File: config.mk
export PLATFORM = sky130hd
export DESIGN_NAME = video_timing
export DESIGN_NICKNAME = d
export VERILOG_FILES = /design/src/rtl/video_timing.sv
export SDC_FILE = /design/constraint.sdc
export NUM_CORES = 1
export LEC_CHECK = 0
export ABC_CLOCK_PERIOD_IN_PS = 3000
export CORE_ASPECT_RATIO = 1.25
export CORE_MARGIN = 2
export CORE_UTILIZATION = 40
export DETAILED_ROUTE_END_ITERATION = 16
export PLACE_DENSITY = 0.7
export SLEW_MARGIN = 20
export SYNTH_ARGS = -nofsm -noshare
export SYNTH_HDL_FRONTEND = slang
export SYNTH_SLANG_ARGS = --single-unit
File: constraint.sdc
create_clock -name clk -period 3 [get_ports clk]
set_clock_uncertainty 0.2 [all_clocks]
set_input_delay 0.3 -clock clk [delete_from_list [all_inputs] [get_ports clk]]
set_output_delay 0.3 -clock clk [all_outputs]
set_load 0.02 [all_outputs]
File: src/rtl/video_timing.sv
// Raster timing generator and pixel output stage: free-running hc/vc counters produce syncs,
// request pixels from the renderer and register the colour, blanked outside the visible area.
module video_timing #(
    parameter int H_SYNC   = 96,
    parameter int H_BACK   = 5,
    parameter int H_ACTIVE = 700,
    parameter int H_FRONT  = 19,
    parameter int V_SYNC   = 2,
    parameter int V_BACK   = 3,
    parameter int V_ACTIVE = 500,
    parameter int V_FRONT  = 20
) (
    input  logic       clk,
    input  logic       reset,
    input  logic [2:0] rgb_in,
    output logic [9:0] px,
    output logic [8:0] py,
    output logic       req,
    output logic       hsync,
    output logic       vsync,
    output logic [2:0] rgb,
    output logic       de,
    output logic       frame_tick,
    output logic [7:0] frame_cnt
);
    localparam int H_TOTAL = H_SYNC + H_BACK + 2 * H_ACTIVE + H_FRONT;
    localparam int V_TOTAL = V_SYNC + V_BACK + V_ACTIVE + V_FRONT;
    // One spare code so the active-window end compares cleanly when the front porch is 0.
    localparam int HW = $clog2(H_TOTAL + 1);
    localparam int VW = $clog2(V_TOTAL + 1);

    localparam logic [HW-1:0] H_LAST    = HW'(H_TOTAL - 1);
    localparam logic [HW-1:0] H_SYNC_C  = HW'(H_SYNC);
    localparam logic [HW-1:0] H_ACT_BEG = HW'(H_SYNC + H_BACK);
    localparam logic [HW-1:0] H_ACT_END = HW'(H_SYNC + H_BACK + 2 * H_ACTIVE);
    localparam logic [VW-1:0] V_LAST    = VW'(V_TOTAL - 1);
    localparam logic [VW-1:0] V_SYNC_C  = VW'(V_SYNC);
    localparam logic [VW-1:0] V_ACT_BEG = VW'(V_SYNC + V_BACK);
    localparam logic [VW-1:0] V_ACT_END = VW'(V_SYNC + V_BACK + V_ACTIVE);

    logic [HW-1:0] hc;
    logic [HW-1:0] hc_off;
    logic [VW-1:0] vc;
    logic [VW-1:0] vc_off;
    logic          hs_i;
    logic          vs_i;
    logic          hact;
    logic          vact;

    always_ff @(posedge clk or posedge reset) begin
        if (reset) begin
            hc <= '0;
            vc <= '0;
        end else if (hc == H_LAST) begin
            hc <= '0;
            vc <= (vc == V_LAST) ? '0 : vc + 1'b1;
        end else begin
            hc <= hc + 1'b1;
        end
    end

    always_comb begin
        hs_i   = hc < H_SYNC_C;
        // vsync edges sit on the hsync falling edge so they never move while hsync is high.
        vs_i   = ((vc == '0) && (hc >= H_SYNC_C))
               || ((vc != '0) && (vc < V_SYNC_C))
               || ((vc == V_SYNC_C) && (hc < H_SYNC_C));
        hact   = (hc >= H_ACT_BEG) && (hc < H_ACT_END);
        vact   = (vc >= V_ACT_BEG) && (vc < V_ACT_END);
        req    = hact && vact;
        hc_off = hc - H_ACT_BEG;
        vc_off = vc - V_ACT_BEG;
        px     = req ? 10'(hc_off >> 1) : '0;
        py     = req ? 9'(vc_off) : '0;
        frame_tick = (hc == '0) && (vc == '0);
    end

    always_ff @(posedge clk or posedge reset) begin
        if (reset) begin
            hsync <= 1'b0;
            vsync <= 1'b0;
            de    <= 1'b0;
            rgb   <= '0;
        end else begin
            hsync <= hs_i;
            vsync <= vs_i;
            de    <= req;
            rgb   <= req ? rgb_in : '0;
        end
    end

    always_ff @(posedge clk or posedge reset) begin
        if (reset) begin
            frame_cnt <= '0;
        end else if (frame_tick) begin
            frame_cnt <= frame_cnt + 8'd1;
        end
    end

endmodule

; ---- Word-level counts from Yosys, hierarchy flattened
; Cells that the tools add are included.
[op_classes]
magnitude_cmp = 7
n_addsub = 5
muxes = 5
n_reduce_logical = 12
n_eq_ne = 3
[ops]
columns = operator, count
row1 = $ge 11x7->1 const B, 2
row2 = $mux 10, 2
row3 = $add 11x1->11 const B, 1
row4 = $eq 11x11->1 const B, 1
row5 = $logic_not 11->1, 1
row6 = $lt 11x11->1 const B, 1
row7 = $lt 11x7->1 const B, 1
row8 = $mux 11, 1
row9 = $sub 11x7->11 const B, 1
row10 = $add 10x1->10 const B, 1
row11 = $eq 10x10->1 const B, 1
row12 = $eq 10x2->1 const B, 1
row13 = $ge 10x3->1 const B, 1
row14 = $logic_not 10->1, 1
row15 = $lt 10x2->1 const B, 1
row16 = $lt 10x9->1 const B, 1
row17 = $reduce_bool 10->1, 1
row18 = $mux 9, 1
row19 = $sub 9x3->9 const B, 1
row20 = $add 8x1->8 const B, 1
row21 = $logic_and 1x1->1, 7
row22 = $mux 3, 1
row23 = $logic_or 1x1->1, 2
[word_totals]
in_bits = 5
reg_bits = 35
out_inout_bits = 35

; ---- Logic depth before layout (Yosys ltp)
; Gate-level depths: netlist of the first run.
[depth]
ltp_word = 4
depth_mapped = 8
mapped_depth_nobuf = 7

; ---- Worst setup path before layout of the first run
; Ideal clock, no wire load.
[synth_path]
path_kind = reg2out
start = register hc[2]
end = output port py[2]
path_slack_ns = 0.538
t_arrival_ns = 1.962
t_required_ns = 2.500
path_stages_with_launch = 7
path_cell_list = dfrtp_1 -> clkbuf_1 -> o21ai_0 -> a21o_1 -> o311ai_0 -> nand3b_1 -> nor4_1
[synth_via]
elab_chain_len = 4
word_cells_on_any_way = 5
classes_between = 2 x order compare / 1 x mux / 2 x reduce/logical
[synth_rtl]
columns = element, line
row1 = from (decl), 41  ; logic [HW-1:0] hc;
row2 = from (signal assigned), 58  ; hc <= hc + 1'b1;
row3 = $ge 11x7->1 / $lt 11x11->1 (equally long branches), 68  ; hact = (hc >= H_ACT_BEG) && (hc < H_ACT_END);
row4 = $logic_and 1x1->1 *, 68
row5 = $logic_and 1x1->1 *, 70  ; req = hact && vact;
row6 = $mux 9 *, 74  ; py = req ? 9'(vc_off) : '0;
row7 = to (decl), 17  ; output logic [8:0] py,
; Mark *: on every way between the ends. The rest lies on a longest branch, timed or not.

; ---- Final worst setup path of the first run
[layout_path]
start = register vc[1]
end = output port py[8]
[layout_via]
elab_chain_len = 4
word_cells_on_any_way = 6
classes_between = 1 x add/sub / 2 x order compare / 1 x mux / 2 x reduce/logical
[layout_rtl]
columns = element, line
row1 = from (decl), 43  ; logic [VW-1:0] vc;
row2 = from (signal assigned), 56  ; vc <= (vc == V_LAST) ? '0 : vc + 1'b1;
row3 = $ge 10x3->1 / $lt 10x9->1 (equally long branches), 69  ; vact = (vc >= V_ACT_BEG) && (vc < V_ACT_END);
row4 = $logic_and 1x1->1, 69
row5 = $logic_and 1x1->1, 70
row6 = $mux 9 *, 74
; Marks and branches as above.

==> metrics.md, run 1 <==
| Metric | Value |
|---|---|
| Fin. Hold Viols | `0` |
| Total power draw | `0.0009913 W` |
| Yosys reg bits | `35` |
| Register share of total power | `0.476` |
| Largest family of logic cells by synthesized area | `simple AND/OR/NAND/NOR gates` |
| Final worst-path cycle share | `0.9457` |
| Critical path arrival | `2.34 ns` |
| Startpoint types | `flop` |
| Post-DRT Antenna Nets | `0` |
| Distinct cells, synth | `39` |
| Max Root-Sink Buffers | `2` |
| Share of layout cells above drive strength 1 | `0.1250` |
| Pint | `0.0008095 W` |
| Nets | `318` |
| Starting Density | `0.4082` |
| Die X | `69.97 um` |
| Total track usage | `0.1677` |
| Post-synth top cells | `37 x nor2_1, 35 x dfrtp_1, 24 x nand2_1` |
| Post-synthesis sequential area ratio | `0.4025` |
| Pins Over Slew Limit | `0` |
| Compound-Gate Fraction of Synth Area | `0.07993` |
| Main synth FF type | `dfrtp_1` |
| Synth Area in XOR/XNOR | `0.1248` |
| MaxCap Viol Count | `0` |
| TritonCTS clock tree | `yes` |
| Crit-path slowest cell | `or4_2` |
| # setup viols final | `0` |
| Post-Synthesis Net Count | `265` |
| Synth top area share | `0.4025` |
| Row cnt | `30` |
| Worst hold slack | `0.2269 ns` |
| Crit-path max FO | `4` |
| Status | `finished clean` |
| Sw frac | `0.1834` |
| Critical path, cell by cell | `inv_1 > ha_1 > nor2b_1 > or4_2 > nor3_1 > xnor2_1 > nor2_1 > clkdlybuf4s15_1` |
| Setup tns final | `0 ns` |
| F_max | `352.5 MHz` |
| Placer Congestion | `0.8724` |
| CP peak stage delay | `0.57 ns` |
| Vias per cell | `4.997` |
| WL final | `4778 um` |
| Synth warn | `0` |
| Routed length per instance | `12.98 um` |
| Switching power | `0.0001818 W` |
| Initial DRT Pass Iterations | `4` |
| Avg Cell Area, Syn | `8.703 sq um` |
| Port Buffers | `39` |
| Final std cells w/o fill | `368` |
| Simple-gate share of the synthesized area | `0.2668` |
| Top-count cell post-synth | `nor2_1` |
| Reg2reg setup slack | `0.69 ns` |
| Worst Path Required | `2.50 ns` |
| RR Endpoint | `frame_cnt[1]$_DFFE_PP0P_` |
| Mapped Cells | `250` |
| Worst hold path type | `in2async` |
| Leakage | `1.498 nW` |
| DIE AREA | `0.006049 sq mm` |
| Mux cell area share after synthesis | `0.005175` |
| RSZ-0062 raised after global routing | `false` |
| Ports | `40` |
| Cells after DPL | `360` |
| Post-CTS setup buffer count | `0` |
| Reg clk slew, reported paths | `0.07 ns` |
| Routed vias | `1,839` |
| First-pass GRT wire length | `8093 um` |
| Final min period | `2.837 ns` |
| CORE AREA | `0.005330 sq mm` |
| Slew margin rel. | `0.6360` |
| Initial antenna violation count | `0` |
| PwrDens | `343.6 mW/mm^2` |
| CTS buffer count | `5` |
| CTS Sinks | `35` |
| Worst Setup End Kind | `output port` |
| Vias in the first global route | `1,739` |
| Cell taking the most area after synthesis | `dfrtp_1` |
| Logic pwr share | `0.016` |
| Starting DRT DRC Count | `132` |
| # diodes | `0` |
| Filler cells | `495` |
| Slew @ Worst Pin | `0.5418 ns` |
| VDD IR-drop max | `0.3187 mV` |
| EDFF count, synth | `0` |
| Vert. Die Dim | `86.46 um` |
| CTS root buffer | `clkbuf_8` |
| Reg2Reg Launch Point | `vc[5]$_DFFE_PP0N_` |
| Post-Synth Adder-Cell Area | `0.05750` |
| GRT overflow | `0` |
| Largest net degree at the start of global routing | `36` |
| FF-to-FF path depth | `4` |
| H-tree depth | `2` |
| Clock power frac | `0.508` |
| Post-synthesis async set-or-reset flop share | `1.000` |
| Critical path class | `reg2out` |
| Syn-to-layout area delta | `32.61%` |
| Hpwl dp | `3493 um` |
| Residual DRC | `0` |
| Ranking of synthesized cells by area | `dfrtp_1 40%, xnor2_1 8.1%, nor2_1 6.4%, ha_1 5.8%, xor2_1 4.4%` |
| Post-synthesis cell area | `0.002176 sq mm` |
| Clock Latency Late Sink | `0.28 ns` |
## cell type report
cell class	count	area, sq um	share of cell area
multi-input cells	183	1170	0.4055
flip-flops and latches	35	877.1	0.3040
repair buffers	61	561.8	0.1947
well taps	64	80.08	0.02775
clock buffers	6	72.57	0.02515
inverters	17	63.81	0.02212
clock inverters	2	60.06	0.02082
## state kept, by name, indices dropped and copies added (netlist names)
| name | count |
|---|---|
| vsync | 1 |
| vc | 10 |
| hc | 11 |
| rgb | 3 |
| frame_cnt | 8 |
| de | 1 |
| hsync | 1 |
## layer usage
| metal | share of wire | global-route usage | vias to the layer above |
|---|---|---|---|
| li1 | - | - | 937 |
| met1 | 0.48 | 0.2135 | 848 |
| met2 | 0.48 | 0.2831 | 50 |
| met3 | 0.041 | 0.03256 | 4 |
| met4 | 0.0073 | 0.06469 | 0 |
| met5 | 0 | 0 | - |
## power groups by stage
stage	registers, W	clock network (W)	logic, W
6_report	0.000472	0.000504	0.0000158
5_1_grt	0.000471	0.000537	0.0000188
4_1_cts	0.000471	0.000512	0.0000170
3_5_place_dp	0.000481	0	0.0000170
3_3_place_gp	0.000481	0	0.0000166
2_1_floorplan	0.000481	0	0.00000769
## critical path: cells and delay by family, from the launching register on
| kind | cells | cell delay (ns) |
|---|---|---|
| and+or+nand+nor | 4 | 0.94 |
| xor gates and xnor gates | 1 | 0.09 |
| DFF | 1 | 0.39 |
| buffers and inverters | 2 | 0.42 |
| adders and majority gates | 1 | 0.21 |
## per-stage QoR
stage / util / instance area, sq um / worst slack, ns
after global placement: 0.5160 / 2750 / 0.2160
after global routing: 0.5413 / 2885 / 0.01855
final: 0.5413 / 2885 / 0.1629
after floorplan: - / 2176 / 0.5381
after detailed placement: 0.5160 / 2750 / 0.1830
after CTS: 0.5373 / 2864 / 0.0003608
## kinds of logic after synthesis
kind of cell             Yosys count
buffers and inverters             32
adder cells (fa/ha/maj)           10
multiplexers                       1
AND/OR/NAND/NOR                  113
AO/OA/AOI/OAI                     28
flip-flops                        35
XOR/XNOR                          31
## layout by cell type (no fill, tap or decap), types with 2 or more instances in the layout
cell type	instances
nor2_1	37
dfrtp_1	34
nand2_1	24
buf_4	21
xnor2_1	20
clkdlybuf4s50_1	18
inv_1	17
dlygate4sd2_1	15
o21ai_0	13
nand4_1	11
xor2_1	11
ha_1	10
nor3_1	9
nand3_1	6
nand2b_1	5
clkbuf_8	5
dlymetal6s2s_1	5
a21oi_1	4
and3_1	3
a21o_1	3
nor4_1	3
nor2b_1	3
nand3b_1	2
or3_1	2
nor4b_1	2
bufinv_16	2
## repair_timing
action / in CTS / in global routing
gates resized for setup: 17 / 8
hold buffers: 0 / 0
setup endpoints to repair: 17 / 8
pin swaps: 0 / 0
## worst max path at each step
stage / slack (ns) / cells after the start / startpoint / end
detailed placement: 0.18 / 8 / vc[1]$_DFFE_PP0N_ / py[8]
floorplan: 0.54 / 6 / hc[2]$_DFF_PP0_ / py[2]
finish: 0.16 / 8 / vc[1]$_DFFE_PP0N_ / py[8]
global placement: 0.22 / 8 / vc[0]$_DFFE_PP0N_ / py[8]
CTS: 0.0004 / 9 / vc[1]$_DFFE_PP0N_ / px[8]
global route: 0.02 / 8 / vc[1]$_DFFE_PP0N_ / py[8]
No activity file was read; power rests on OpenSTA's default activity.
==> run 2: changes to the inputs <==
CORE_MARGIN = 3   (was 2)
CTS_CLUSTER_DIAMETER = 150   (was default)
==> metrics.md, run 2 (synthesis results as in run 1) <==
| Metric | Value |
|---|---|
| Status | `finished clean` |
| Final std cells w/o fill | `364` |
| First-pass GRT wire length | `8556 um` |
| Total track usage | `0.1719` |
| Hpwl dp | `3642 um` |
| Vias per cell | `5.038` |
| Starting DRT DRC Count | `138` |
| Placer Congestion | `0.8698` |
| DIE AREA | `0.006366 sq mm` |
| Largest register by flop count | `hc` |
| Share of layout cells above drive strength 1 | `0.1291` |
| Commonest non-fill, non-tap cells in the layout | `37 x nor2_1, 33 x dfrtp_1, 24 x nand2_1` |
| Reg clk slew, reported paths | `0.07 ns` |
| Commonest non-fill, non-tap cell in the layout | `nor2_1` |
| Area after DPL | `0.002720 sq mm` |
| # diodes | `0` |
| Fin util | `0.5529` |
| RR Endpoint | `frame_cnt[1]$_DFFE_PP0P_` |
| # setup viols final | `0` |
| CORE AREA | `0.005152 sq mm` |
| Fin. Hold Viols | `0` |
| Largest register FFs | `11` |
| WL final | `4901 um` |
| Initial antenna violation count | `0` |
| Slew @ Worst Pin | `0.5271 ns` |
| RSZ-0062 raised after global routing | `false` |
| Critical path arrival | `2.31 ns` |
| Die X | `71.97 um` |
| Largest net degree at the start of global routing | `36` |
| Nets | `316` |
| Worst hold path type | `in2async` |
| Pins Over Slew Limit | `0` |
| FF-to-FF path depth | `5` |
| Worst Setup End Kind | `output port` |
| Reg2Reg Launch Point | `vc[6]$_DFFE_PP0N_` |
| Cells after DPL | `356` |
| Residual DRC | `0` |
| Setup tns final | `0 ns` |
| Vias in the first global route | `1,815` |
| H-tree depth | `2` |
| PwrDens | `305.3 mW/mm^2` |
| Critical path class | `reg2out` |
| Ports | `40` |
| TritonCTS clock tree | `yes` |
| Final min period | `2.811 ns` |
| VDD IR-drop max | `0.2079 mV` |
| Hold_buf cts | `0` |
| Syn-to-layout area delta | `30.94%` |
| Largest registers | `hc (11), vc (10), frame_cnt (8)` |
| Slew margin rel. | `0.6459` |
| Worst setup margin | `0.1890 ns` |
| Vert. Die Dim | `88.46 um` |
| CTS root buffer | `clkbuf_8` |
| CTS buffer count | `5` |
| Row cnt | `29` |
| GRT overflow | `0` |
| Starting Density | `0.4223` |
| MaxCap Viol Count | `0` |
| Startpoint types | `flop` |
| Leakage | `1.562 nW` |
| Routed vias | `1,834` |
| Port Buffers | `39` |
| Final worst-path cycle share | `0.9370` |
| DP Worst Slack | `0.1162 ns` |
| Crit-path max FO | `6` |
| CTS Sinks | `35` |
| Initial DRT Pass Iterations | `5` |
| Clock Latency Late Sink | `0.29 ns` |
| Fin area | `0.002849 sq mm` |
| Worst Path Required | `2.50 ns` |
| Routed length per instance | `13.46 um` |
| Max Root-Sink Buffers | `2` |
| Post-DRT Antenna Nets | `0` |
| Reg2reg setup slack | `0.51 ns` |
| F_max | `355.7 MHz` |
-- run 2: cell types whose count changed in the layout (fill, tap and decap cells not counted) --
cell	previous run	this run
clkbuf_1	1	0
clkinvlp_4	0	1
dfrtp_2	1	2
dfrtp_1	34	33
dlygate4sd2_1	15	8
clkdlybuf4s15_1	1	0
clkbuf_2	0	1
bufinv_16	2	0
buf_4	21	20
clkbuf_8	5	7
dlymetal6s2s_1	5	12
buf_12	1	0
-- run 2: report_power, final --
part / switching [W] / internal, W / leakage [nW]
Combinational: 0.0000101 / 0.00000572 / 1.05
Sequential: 0 / 0.000472 / 0.462
Clock: 0.000174 / 0.000209 / 0.0505
-- run 2: routing by layer --
metal  global-route usage  vias to the layer above  wire, um
met5                    0                        -         0
met4              0.08376                        0       104
met3              0.03068                        8       221
met2               0.2818                       46      2379
met1               0.2191                      851      2196
li1                     -                      929         -
-- run 2: metrics by stage --
step | total power [W] | hold WS [ns]
final | 0.0008698 | 0.2032
after CTS | 0.0008793 | 0.2203
after global placement | 0.0004969 | 0.2606
after floorplan | 0.0004884 | 0.2062
after detailed placement | 0.0004972 | 0.2875
after global routing | 0.0009041 | 0.2523
-- run 2: worst max path at each step --
stage                            from          to  slack [ns]  depth (start not counted)
finish              vc[6]$_DFFE_PP0N_  frame_tick        0.19                          4
detailed placement  vc[1]$_DFFE_PP0N_       py[8]        0.12                          8
global placement    vc[0]$_DFFE_PP0N_       py[8]        0.21                          8
CTS                   hc[0]$_DFF_PP0_       px[7]       0.003                          8
global route        vc[1]$_DFFE_PP0N_       py[8]        0.09                          8
floorplan             hc[2]$_DFF_PP0_       py[2]        0.54                          6
-- run 2: repair_timing --
action,in CTS,in global routing
endpoints found under the setup margin,21,15
resized for setup,10,17
buffers inserted,0,0
-- run 2: area by class of cell --
type                            count  area, sq um
Clock buffer                        7        96.34
Fill cell                         485         2303
Tap cell                           62        77.57
Timing Repair Buffer               59        555.5
Sequential cell                    35        878.3
Inverter                           17        63.81
Multi-Input combinational cell    183         1170
Clock inverter                      1        7.507
-- run 2: worst max-delay path, cell delays in order (launching register included) --
cell,delay (ns)
dfrtp_1,0.45
or4_4,0.56
or4b_4,0.55
nor2_8,0.13
dlygate4sd2_1,0.34
